### config.mk
export PLATFORM = sky130hd
export DESIGN_NAME = keypad_scanner_flat
export DESIGN_NICKNAME = d
export VERILOG_FILES = /design/src/rtl/keypad_scanner_pkg.sv /design/src/rtl/keypad_scanner_if.sv /design/src/rtl/keypad_scanner_sync_2ff.sv /design/src/rtl/keypad_scanner.sv /design/src/flat_wrapper.sv
export SDC_FILE = /design/constraint.sdc
export NUM_CORES = 1
export LEC_CHECK = 0
export BUFFER_PORTS_ARGS = -buffer_cell sky130_fd_sc_hd__buf_2
export CORE_ASPECT_RATIO = 1.5
export CORE_UTILIZATION = 55
export CTS_BUF_LIST = sky130_fd_sc_hd__clkbuf_2
export DETAILED_ROUTE_END_ITERATION = 8
export GPL_TIMING_DRIVEN = 0
export PLACE_DENSITY = 0.72
export SKIP_CTS_REPAIR_TIMING = 1
export SLEW_MARGIN = 10
export SYNTH_ARGS = -nofsm -noshare
export SYNTH_HDL_FRONTEND = slang
export SYNTH_SLANG_ARGS = --single-unit
export TNS_END_PERCENT = 20
### constraint.sdc
create_clock -name clk -period 7.35 [get_ports clk]
set_input_delay 1.47 -clock clk [delete_from_list [all_inputs] [get_ports clk]]
set_output_delay 1.47 -clock clk [all_outputs]
set_load 0.01 [all_outputs]
### src/rtl/keypad_scanner_pkg.sv
// Shared constants and types for the 4x4 keypad scanner.
package keypad_scanner_pkg;

    localparam int KEY_ROWS = 4;
    localparam int KEY_COLS = 4;
    localparam int KEY_NUM  = KEY_ROWS * KEY_COLS;

    typedef enum logic [1:0] {
        KP_IDLE = 2'd0,
        KP_HELD = 2'd1,
        KP_LOCK = 2'd2
    } kp_state_e;

endpackage

### src/rtl/keypad_scanner_if.sv
// Key matrix pins plus the key event outputs seen by the mode state machine.
interface keypad_if;

    logic [3:0] row;
    logic [3:0] col;
    logic [3:0] key_code;
    logic       key_valid;
    logic       key_release;
    logic       key_held;

    modport master (
        output row,
        output key_code,
        output key_valid,
        output key_release,
        output key_held,
        input  col
    );

    modport slave (
        input  row,
        input  key_code,
        input  key_valid,
        input  key_release,
        input  key_held,
        output col
    );

endinterface

### src/rtl/keypad_scanner_sync_2ff.sv
// Two-flop synchronizer for asynchronous board inputs; resets to all zeros.
module sync_2ff #(
    parameter int WIDTH = 1
) (
    input  logic             clk,
    input  logic             rst_n,
    input  logic [WIDTH-1:0] d,
    output logic [WIDTH-1:0] q
);

    logic [WIDTH-1:0] meta_r;
    logic [WIDTH-1:0] sync_r;

    // metastability stage followed by the stable output stage
    always_ff @(posedge clk or negedge rst_n) begin
        if (!rst_n) begin
            meta_r <= '0;
            sync_r <= '0;
        end else begin
            meta_r <= d;
            sync_r <= meta_r;
        end
    end

    assign q = sync_r;

endmodule

### src/rtl/keypad_scanner.sv
// 4x4 key matrix scanner: row drive, debounced key map and single-key press/release events.
module keypad_scanner
    import keypad_scanner_pkg::*;
#(
    parameter int SCAN_DIV       = 50_000,
    parameter int DEBOUNCE_SCANS = 5
) (
    input  logic     clk,
    input  logic     rst_n,
    keypad_if.master kp
);

    localparam int                CNT_W    = $clog2(SCAN_DIV);
    localparam logic [CNT_W-1:0]  CNT_LAST = CNT_W'(SCAN_DIV - 1);
    localparam logic [3:0]        STAB_MAX = 4'(DEBOUNCE_SCANS);

    logic [3:0]         col_sync_s;
    logic [CNT_W-1:0]   cnt_r;
    logic               tick_s;
    logic [1:0]         ridx_r;
    logic [3:0]         row_r;
    logic [KEY_NUM-1:0] snap_r;
    logic [KEY_NUM-1:0] snap_full_s;
    logic [KEY_NUM-1:0] prev_snap_r;
    logic [3:0]         stab_r;
    logic [3:0]         stab_next_s;
    logic [KEY_NUM-1:0] deb_r;
    logic               upd_r;
    logic [4:0]         deb_pop_s;
    kp_state_e          state_r;
    kp_state_e          state_next_s;
    logic               valid_s;
    logic               release_s;
    logic [3:0]         code_next_s;
    logic [3:0]         key_code_r;
    logic               key_valid_r;
    logic               key_release_r;
    logic               key_held_r;

    function automatic logic [4:0] popcount16(input logic [KEY_NUM-1:0] v);
        logic [4:0] n;
        n = 5'd0;
        for (int i = 0; i < KEY_NUM; i++) begin
            n = n + {4'b0000, v[i]};
        end
        return n;
    endfunction

    function automatic logic [3:0] onehot_index(input logic [KEY_NUM-1:0] v);
        logic [3:0] idx;
        idx = 4'd0;
        for (int i = 0; i < KEY_NUM; i++) begin
            if (v[i]) begin
                idx = 4'(i);
            end else begin
                idx = idx;
            end
        end
        return idx;
    endfunction

    // inverted columns go in so a pressed key reads as 1 after synchronization
    sync_2ff #(.WIDTH(4)) u_col_sync (
        .clk   (clk),
        .rst_n (rst_n),
        .d     (~kp.col),
        .q     (col_sync_s)
    );

    assign tick_s = (cnt_r == CNT_LAST);

    // row-period prescaler
    always_ff @(posedge clk or negedge rst_n) begin
        if (!rst_n) begin
            cnt_r <= '0;
        end else if (tick_s) begin
            cnt_r <= '0;
        end else begin
            cnt_r <= cnt_r + CNT_W'(1);
        end
    end

    // columns are captured in the last cycle of each row period, then the next row is driven
    always_ff @(posedge clk or negedge rst_n) begin
        if (!rst_n) begin
            ridx_r <= 2'd0;
            row_r  <= 4'b1110;
            snap_r <= '0;
        end else if (tick_s) begin
            snap_r[{ridx_r, 2'b00} +: 4] <= col_sync_s;
            ridx_r <= ridx_r + 2'd1;
            row_r  <= ~(4'b0001 << (ridx_r + 2'd1));
        end else begin
            ridx_r <= ridx_r;
            row_r  <= row_r;
            snap_r <= snap_r;
        end
    end

    // full-scan view including the row-3 columns being captured this cycle
    always_comb begin
        snap_full_s         = snap_r;
        snap_full_s[15:12]  = col_sync_s;
        if (snap_full_s == prev_snap_r) begin
            if (stab_r >= STAB_MAX) begin
                stab_next_s = STAB_MAX;
            end else begin
                stab_next_s = stab_r + 4'd1;
            end
        end else begin
            stab_next_s = 4'd1;
        end
    end

    // debounce: the map is accepted once enough identical full scans have been seen
    always_ff @(posedge clk or negedge rst_n) begin
        if (!rst_n) begin
            prev_snap_r <= '0;
            stab_r      <= 4'd0;
            deb_r       <= '0;
            upd_r       <= 1'b0;
        end else if (tick_s && (ridx_r == 2'd3)) begin
            prev_snap_r <= snap_full_s;
            stab_r      <= stab_next_s;
            if (stab_next_s == STAB_MAX) begin
                deb_r <= snap_full_s;
                upd_r <= 1'b1;
            end else begin
                deb_r <= deb_r;
                upd_r <= 1'b0;
            end
        end else begin
            upd_r <= 1'b0;
        end
    end

    assign deb_pop_s = popcount16(deb_r);

    // event FSM state register
    always_ff @(posedge clk or negedge rst_n) begin
        if (!rst_n) begin
            state_r <= KP_IDLE;
        end else begin
            state_r <= state_next_s;
        end
    end

    // event FSM transitions, taken only when a fresh debounced map arrives
    always_comb begin
        state_next_s = state_r;
        if (upd_r) begin
            case (state_r)
                KP_IDLE: begin
                    if (deb_pop_s == 5'd1) begin
                        state_next_s = KP_HELD;
                    end else if (deb_pop_s >= 5'd2) begin
                        state_next_s = KP_LOCK;
                    end else begin
                        state_next_s = KP_IDLE;
                    end
                end
                KP_HELD: begin
                    if (deb_r == '0) begin
                        state_next_s = KP_IDLE;
                    end else if (deb_r != (16'd1 << key_code_r)) begin
                        state_next_s = KP_LOCK;
                    end else begin
                        state_next_s = KP_HELD;
                    end
                end
                KP_LOCK: begin
                    if (deb_r == '0) begin
                        state_next_s = KP_IDLE;
                    end else begin
                        state_next_s = KP_LOCK;
                    end
                end
                default: state_next_s = KP_IDLE;
            endcase
        end else begin
            state_next_s = state_r;
        end
    end

    // event FSM outputs; a changed or added key ends the held key with a release
    always_comb begin
        valid_s     = 1'b0;
        release_s   = 1'b0;
        code_next_s = key_code_r;
        if (upd_r) begin
            case (state_r)
                KP_IDLE: begin
                    if (deb_pop_s == 5'd1) begin
                        valid_s     = 1'b1;
                        code_next_s = onehot_index(deb_r);
                    end else begin
                        valid_s     = 1'b0;
                    end
                end
                KP_HELD: begin
                    if ((deb_r == '0) || (deb_r != (16'd1 << key_code_r))) begin
                        release_s = 1'b1;
                    end else begin
                        release_s = 1'b0;
                    end
                end
                KP_LOCK: begin
                    release_s = 1'b0;
                end
                default: begin
                    release_s = 1'b0;
                end
            endcase
        end else begin
            valid_s = 1'b0;
        end
    end

    // registered event outputs, aligned with the state register
    always_ff @(posedge clk or negedge rst_n) begin
        if (!rst_n) begin
            key_code_r    <= 4'd0;
            key_valid_r   <= 1'b0;
            key_release_r <= 1'b0;
            key_held_r    <= 1'b0;
        end else begin
            key_code_r    <= code_next_s;
            key_valid_r   <= valid_s;
            key_release_r <= release_s;
            key_held_r    <= (state_next_s == KP_HELD);
        end
    end

    assign kp.row         = row_r;
    assign kp.key_code    = key_code_r;
    assign kp.key_valid   = key_valid_r;
    assign kp.key_release = key_release_r;
    assign kp.key_held    = key_held_r;

endmodule

### src/flat_wrapper.sv
// flat-port wrapper written by rule: the top's interface ports become plain ports
module keypad_scanner_flat import keypad_scanner_pkg::*;
#(
    parameter int SCAN_DIV       = 50_000,
    parameter int DEBOUNCE_SCANS = 5
)
  (clk, rst_n, kp_row, kp_key_code, kp_key_valid, kp_key_release, kp_key_held, kp_col);
  keypad_if kp_i ();
  input  logic clk;
  input  logic rst_n;
  output wire logic [$bits(kp_i.row)-1:0] kp_row;
  output wire logic [$bits(kp_i.key_code)-1:0] kp_key_code;
  output wire logic [$bits(kp_i.key_valid)-1:0] kp_key_valid;
  output wire logic [$bits(kp_i.key_release)-1:0] kp_key_release;
  output wire logic [$bits(kp_i.key_held)-1:0] kp_key_held;
  input wire logic [$bits(kp_i.col)-1:0] kp_col;
  assign kp_row = kp_i.row;
  assign kp_key_code = kp_i.key_code;
  assign kp_key_valid = kp_i.key_valid;
  assign kp_key_release = kp_i.key_release;
  assign kp_key_held = kp_i.key_held;
  assign kp_i.col = kp_col;
  keypad_scanner #(.SCAN_DIV(SCAN_DIV), .DEBOUNCE_SCANS(DEBOUNCE_SCANS)) u_core (.clk(clk), .rst_n(rst_n), .kp(kp_i));
endmodule
==> qor.yml, run 1 <==
htreeDepth: 3
hold_depth: 0
async_reset_ff_share_pct: 100.0
status: "complete, no violations"
drt_wl_total_um: 9153
synth_edf_count: 0
yosysSeqAreaShare_pct: 47.09
utilization_pct: 61.94
ys.flop_type: "dfrtp_1"
reg2reg_depth: 15
avgSynthCellArea_um2: 10.84
multi_input_area_mm2: 0.002282
maxSlewViolCount: 0
total_power_mw: 0.7363
startpoint_type: "flop"
grt_overflow: 0
synth.distinct_cells: 59
clock_sinks: 88
hold_violations: 0
crit_path_start: "u_core.deb_r[1]"
track_usage_pct: 23.44
drtIter0Drc: 172
grt_max_degree: 46
ir_drop_v: 0.0001675
clockRootBuffer: "clkbuf_2"
core_mm2: 0.008108
cts_made_buffers: 9
final_layout_size_suffix_gt1_share_pct: 15.70
antenna_found_initial: 0
setup_violations: 0
dr.pass1.iters: 4
vias_per_cell: 5.672
yosysTopAreaCellShare_pct: 45.41
yosys_warnings: 0
cp-end-kind: "flop"
clock.fmax_mhz: 186.0
finalInstanceArea_mm2: 0.005022
rows: 40
clk_latency_ns: 0.55
r2r_slack_ns: 1.97
first_global_vias: 3419
p_per_area_mw_per_mm2: 146.6
fp.dieH_um: 115.0
yosysTopAreaCell: "dfrtp_1"
port_buffers: 16
hold_class: "flop to flop"
post-dp-hpwl_um: 7022
initial_core_util_pct: 57.78
tightest_slew_ns: 0.9962
routabilityCongestion: 0.9231
worstHoldStart: "u_core.u_col_sync.meta_r[3]"
cp.required_ns: 7.83
synth_area_mm2: 0.004684
place_area_mm2: 0.004918
r2r-start: "u_core.deb_r[1]"
synth_cells: 432
fin_tns_setup_ns: 0
ys_seq_elements: 88
arrival_ns: 5.86
ios: 17
fin_crit_ns: 5.377
clock-skew-final_ns: 0.03248
vias: 3233
leakage_nw: 2.430
antenna_cells: 0
max_cap_violations: 0
routedWlPerCell_um: 16.06
die_area_mm2: 0.008898
nets: 492
fillCellCount: 708
period_share_pct: 73.16
clkSlewWorstSetupHoldPaths_ns: 0.23
areaGrowthSynthToFinish_pct: 7.212
final-seq-area_mm2: 0.002206
cts_tree: "yes"
path_max_fanout: 10
ant_nets: 0
path_class: "flop to flop"
rsz0062_at_grt: "false"
drcViolationCount: 0
syn_nets: 464
slew_headroom_pct: 33.03
clockBufferDepth: 2
min_to: "u_core.u_col_sync.q[3]"
die_w_um: 77.36
ys_top_cells_by_area: "dfrtp_1 (45%), mux2_2 (5.0%), xor2_1 (4.3%)"
reg2reg_to: "u_core.kp.key_code[1]"
grt_pass1_wl_um: 15930
## Yosys cell counts, drive strengths merged, types with 7 or more instances
| cell | instances |
|---|---|
| inv | 38 |
| nor2 | 27 |
| clkbuf | 7 |
| dfrtp | 85 |
| mux2 | 33 |
| xor2 | 23 |
| xnor2 | 9 |
| o21ai | 22 |
| fa | 10 |
| ha | 16 |
| nand2 | 41 |
| nand2b | 9 |
| a21oi | 15 |
| nor4 | 8 |
## layout by cell type, fill, tap and decap left out, types with 4 or more instances in the layout
master / count
a21oi_1: 15
a31oi_1: 5
and3_1: 4
buf_2: 16
clkbuf_1: 7
clkbuf_2: 11
dfrtp_1: 85
fa_1: 10
ha_1: 16
inv_1: 38
mux2_2: 21
mux2_4: 10
mux2i_1: 4
nand2_1: 41
nand2b_1: 9
nand3_1: 4
nand4_1: 5
nor2_1: 27
nor3b_1: 4
nor4_1: 6
o21ai_0: 22
o32ai_1: 4
or3_1: 4
xnor2_1: 9
xor2_1: 23
## how the worst max path moves through the flow
| stage | endpoint | slack [ns] |
|---|---|---|
| 4_1_cts | u_core.kp.key_code[1] | 1.93 |
| 6_report | u_core.kp.key_code[1] | 1.97 |
| 2_1_floorplan | u_core.kp.key_code[2] | 2.60 |
| 3_5_place_dp | u_core.kp.key_code[1] | 1.98 |
| 3_3_place_gp | u_core.kp.key_code[1] | 2.07 |
| 5_1_grt | u_core.kp.key_code[1] | 1.67 |
## flip-flops by register name, indices dropped and copies added, names as in the netlist
signal and flops:
u_core.state_r 2, u_core.ridx_r 2, u_core.kp.key_held 1, u_core.u_col_sync.meta_r 4, u_core.snap_r 12, u_core.kp.key_valid 1
u_core.u_col_sync.q 4, u_core.kp.key_release 1, u_core.kp.key_code 4, u_core.kp.row 4, u_core.deb_r 16, u_core.prev_snap_r 16
u_core.upd_r 1, u_core.stab_r 4, u_core.cnt_r 16
## final cells by class
cell class	instances	area share, %
inverter	38	2.840
timing repair buffer	17	2.043
multi-input combinational	294	45.44
clock inverter	5	0.9716
buffer	12	1.071
tap	105	2.616
clock buffer	11	1.096
sequential	88	43.92
## per-stage QoR
step / setup slack (ns) / instances / hold WS (ns)
6_report: 1.973 / 570 / 0.3762
5_1_grt: 1.670 / 570 / 0.3908
4_1_cts: 1.935 / 570 / 0.3803
3_5_place_dp: 1.982 / 554 / 0.3356
3_3_place_gp: 2.071 / 553 / 0.3313
2_1_floorplan: 2.602 / 432 / 0.3312
## cells by family after synthesis
group | count (synthesis) | synth area share (%)
flops | 88 | 47.09
compound gates | 70 | 9.482
fa+ha+maj | 26 | 8.547
mux | 37 | 9.589
xor+xnor | 32 | 5.983
buf+inv | 50 | 4.193
simple gates | 129 | 15.12
## worst max-delay path, cell delays in order (launching register included)
cell      delay (ns)
dfrtp_1         0.54
inv_1           0.08
ha_1            0.27
inv_1           0.04
fa_1            0.45
fa_1            0.49
fa_1            0.53
fa_1            0.43
fa_1            0.39
inv_1           0.10
fa_1            0.41
nor3_1          0.14
o21ai_0         0.16
nor4_2          0.77
o311ai_0        0.32
o21a_1          0.18
## power breakdown
group / switching, mW / leakage, nW / internal (mW)
registers: 0.00281 / 1.19 / 0.487
logic: 0.0104 / 1.18 / 0.00333
clock network: 0.154 / 0.0647 / 0.0780
## layer usage
layer	wire [µm]	vias up	global-route usage, %
li1	-	1552	-
met1	3626	1603	24.99
met2	4966	53	43.78
met3	193	25	4.127
met4	366	0	12.33
met5	0	-	0
No activity file was read; power rests on OpenSTA's default activity.
==> inputs of run 2 (changes only) <==
--- a/config.mk
+++ b/config.mk
@@ -5,6 +5,7 @@
 export SDC_FILE = /design/constraint.sdc
 export NUM_CORES = 1
 export LEC_CHECK = 0
+export ABC_AREA = 1
 export BUFFER_PORTS_ARGS = -buffer_cell sky130_fd_sc_hd__buf_2
 export CORE_ASPECT_RATIO = 1.5
 export CORE_UTILIZATION = 55
==> constraint.sdc (replaced) <==
create_clock -name clk -period 5 [get_ports clk]
set_input_delay 1 -clock clk [delete_from_list [all_inputs] [get_ports clk]]
set_output_delay 1 -clock clk [all_outputs]
set_load 0.01 [all_outputs]
==> run 2 against run 1 <==
Via count rose by 21%. Clock-buffer cell count fell by 2. Synthesized area rose by 5.4%. Highest routed layer unchanged. Critical endpoint is now u_core.kp.key_code[2].
==> qor.yml, run 2 <==
period_share_pct: 95.91
synth_common_cells: "nand2_1 (155), inv_1 (87), dfrtp_1 (85), nor2_1 (57), o21ai_0 (38)"
fin_tns_setup_ns: 0
fin_crit_ns: 4.796
syn_nets: 637
synth_edf_count: 0
yosysSeqAreaShare_pct: 44.66
crit_family: "adder cells"
clkSlewWorstSetupHoldPaths_ns: 0.26
path_max_fanout: 6
leakage_nw: 2.644
cp-end-kind: "flop"
fillCellCount: 761
yosys_warnings: 0
clock_sinks: 88
ant_nets: 0
internal-power_mw: 0.7947
slew_headroom_pct: 62.35
cp_cell_sequence: "inv_1 > ha_1 > inv_1 > fa_1 > fa_1 > fa_1 > fa_1 > fa_1 > inv_1 > fa_1 > nor4_4 > nand3_2 > inv_1 > o21ai_0"
die_area_mm2: 0.009372
cp.required_ns: 5.45
synth_cells: 605
final_common_cell: "nand2_1"
use_met3_pct: 4.264
fin_cells: 748
initial_core_util_pct: 56.29
grt_pass1_wl_um: 18760
antenna_cells: 0
ys.flop_type: "dfrtp_1"
synth_area_mm2: 0.004940
max_cap_violations: 0
dr.pass1.iters: 4
clockPowerShare_pct: 31.0
routabilityCongestion: 0.9114
crit_buf_inv: 4
cts_made_buffers: 9
areaGrowthSynthToFinish_pct: 7.447
hold_violations: 0
vias_per_cell: 5.229
routedWlPerCell_um: 15.06
synth.distinct_cells: 37
maxSlewViolCount: 0
place_inst: 732
ys_top_cells_by_area: "dfrtp_1 (43%), nand2_1 (12%), inv_1 (6.6%)"
yosysTopAreaCell: "dfrtp_1"
cp_slowest_stage_delay_ns: 0.55
r2r_slack_ns: 0.20
htreeDepth: 3
rows: 42
setup_violations: 0
yosysTopAreaCellShare_pct: 43.06
p_sw_mw: 0.2827
ir_drop_v: 0.0002066
yosysMostFrequentCell: "nand2_1"
top_regs: "u_core.cnt_r (16), u_core.deb_r (16), u_core.prev_snap_r (16)"
drtIter0Drc: 173
grt_max_degree: 49
clk_latency_ns: 0.56
grt_overflow: 0
path_class: "flop to flop"
clockRootBuffer: "clkbuf_2"
swShare_pct: 26.24
arrival_ns: 5.25
post-dp-hpwl_um: 9036
globalRouteMet1Util_pct: 26.92
drcViolationCount: 0
cts_tree: "yes"
multi_input_area_mm2: 0.002338
pwr-share-seq_pct: 66.9
p_per_area_mw_per_mm2: 203.0
first_global_vias: 4059
hold_class: "primary input to async pin"
track_usage_pct: 26.63
ios: 17
nets: 665
vias: 3911
avgSynthCellArea_um2: 8.165
clock.fmax_mhz: 208.5
status: "complete, no violations"
reg2reg_depth: 14
antenna_found_initial: 0
core_mm2: 0.008776
busiest_layer: "met2"
port_buffers: 16
clockBufferDepth: 2
ys_seq_elements: 88
path_common_cell: "fa_1"
drt_wl_total_um: 11270
tightest_slew_ns: 0.5627
met2_usage_pct: 49.41
combPwrFrac_pct: 2.2
final_layout_size_suffix_gt1_share_pct: 10.82
clock-skew-final_ns: 0.01725
async_reset_ff_share_pct: 100.0
startpoint_type: "flop"
fp.dieH_um: 118.1
slowest_stage: "fa_1"
layout_common_cells: "nand2_1 (155), inv_1 (87), dfrtp_1 (85)"
die_w_um: 79.38
crit_cells: 14
final-seq-area_mm2: 0.002206
-- run 2: final cells by class --
cell class	count	share of cell area, %
buffer	13	1.462
clock buffer	9	0.8487
clock inverter	7	1.037
inverter	90	6.365
multi-input combinational	414	44.06
sequential	88	41.56
tap	110	2.593
timing repair buffer	17	2.075
-- run 2: kinds of logic (layout without fill, tap and decap cells) --
| group | count (synthesis) | count (layout) | share of synthesized area [%] |
|---|---|---|---|
| AOI/OAI and AO/OA | 65 | 65 | 7.979 |
| adders and majority gates | 26 | 26 | 8.105 |
| DFF | 88 | 88 | 44.66 |
| xor gates and xnor gates | 21 | 21 | 3.723 |
| and+or+nand+nor | 302 | 302 | 27.13 |
| buffers and inverters | 103 | 136 | 8.409 |
-- run 2: power by group through the flow --
stage          registers (mW)  clock network, mW  logic [mW]
3_3_place_gp            0.732                  0      0.0215
4_1_cts                 0.720              0.344      0.0249
2_1_floorplan           0.731                  0     0.00442
3_5_place_dp            0.732                  0      0.0249
5_1_grt                 0.721              0.370      0.0275
6_report                0.720              0.334      0.0235
-- run 2: path summary, 6_finish.rpt --
kind | start | to
setup / recovery | u_core.deb_r[1] | u_core.kp.key_code[2]
min in group clk | u_core.u_col_sync.meta_r[0] | u_core.u_col_sync.q[0]
hold / removal | rst_n | u_core.kp.key_release
setup reg to reg | u_core.deb_r[1] | u_core.kp.key_code[2]
hold reg to reg | u_core.u_col_sync.meta_r[0] | u_core.u_col_sync.q[0]
max in group asynchronous | rst_n | u_core.prev_snap_r[0]
-- run 2: worst register-to-register path, stage by stage (launching register included) --
cell     delay (ns)
dfrtp_1        0.46
inv_1          0.14
ha_1           0.25
inv_1          0.08
fa_1           0.43
fa_1           0.49
fa_1           0.55
fa_1           0.45
fa_1           0.39
inv_1          0.09
fa_1           0.45
nor4_4         0.36
nand3_2        0.21
inv_1          0.21
o21ai_0        0.10
-- run 2: metrics by stage --
stage	setup slack, ns	total power, mW	utilization, %	cell area [µm²]	hold WS [ns]
3_5_place_dp	-0.2339	0.7569	59.11	5187	0.3372
6_report	0.2045	1.077	60.48	5308	0.3636
5_1_grt	-0.003508	1.119	60.48	5308	0.3624
3_3_place_gp	-0.1616	0.7534	58.77	5157	0.3316
2_1_floorplan	0.7231	0.7353	-	4940	0.3312
4_1_cts	-0.2900	1.090	60.25	5288	0.3488
-- run 2: routing by layer --
metal / wire length (µm) / share of wire (%)
met2: 6372 / 57
met4: 558 / 5.0
met3: 175 / 1.6
met5: 0 / 0
met1: 4158 / 37
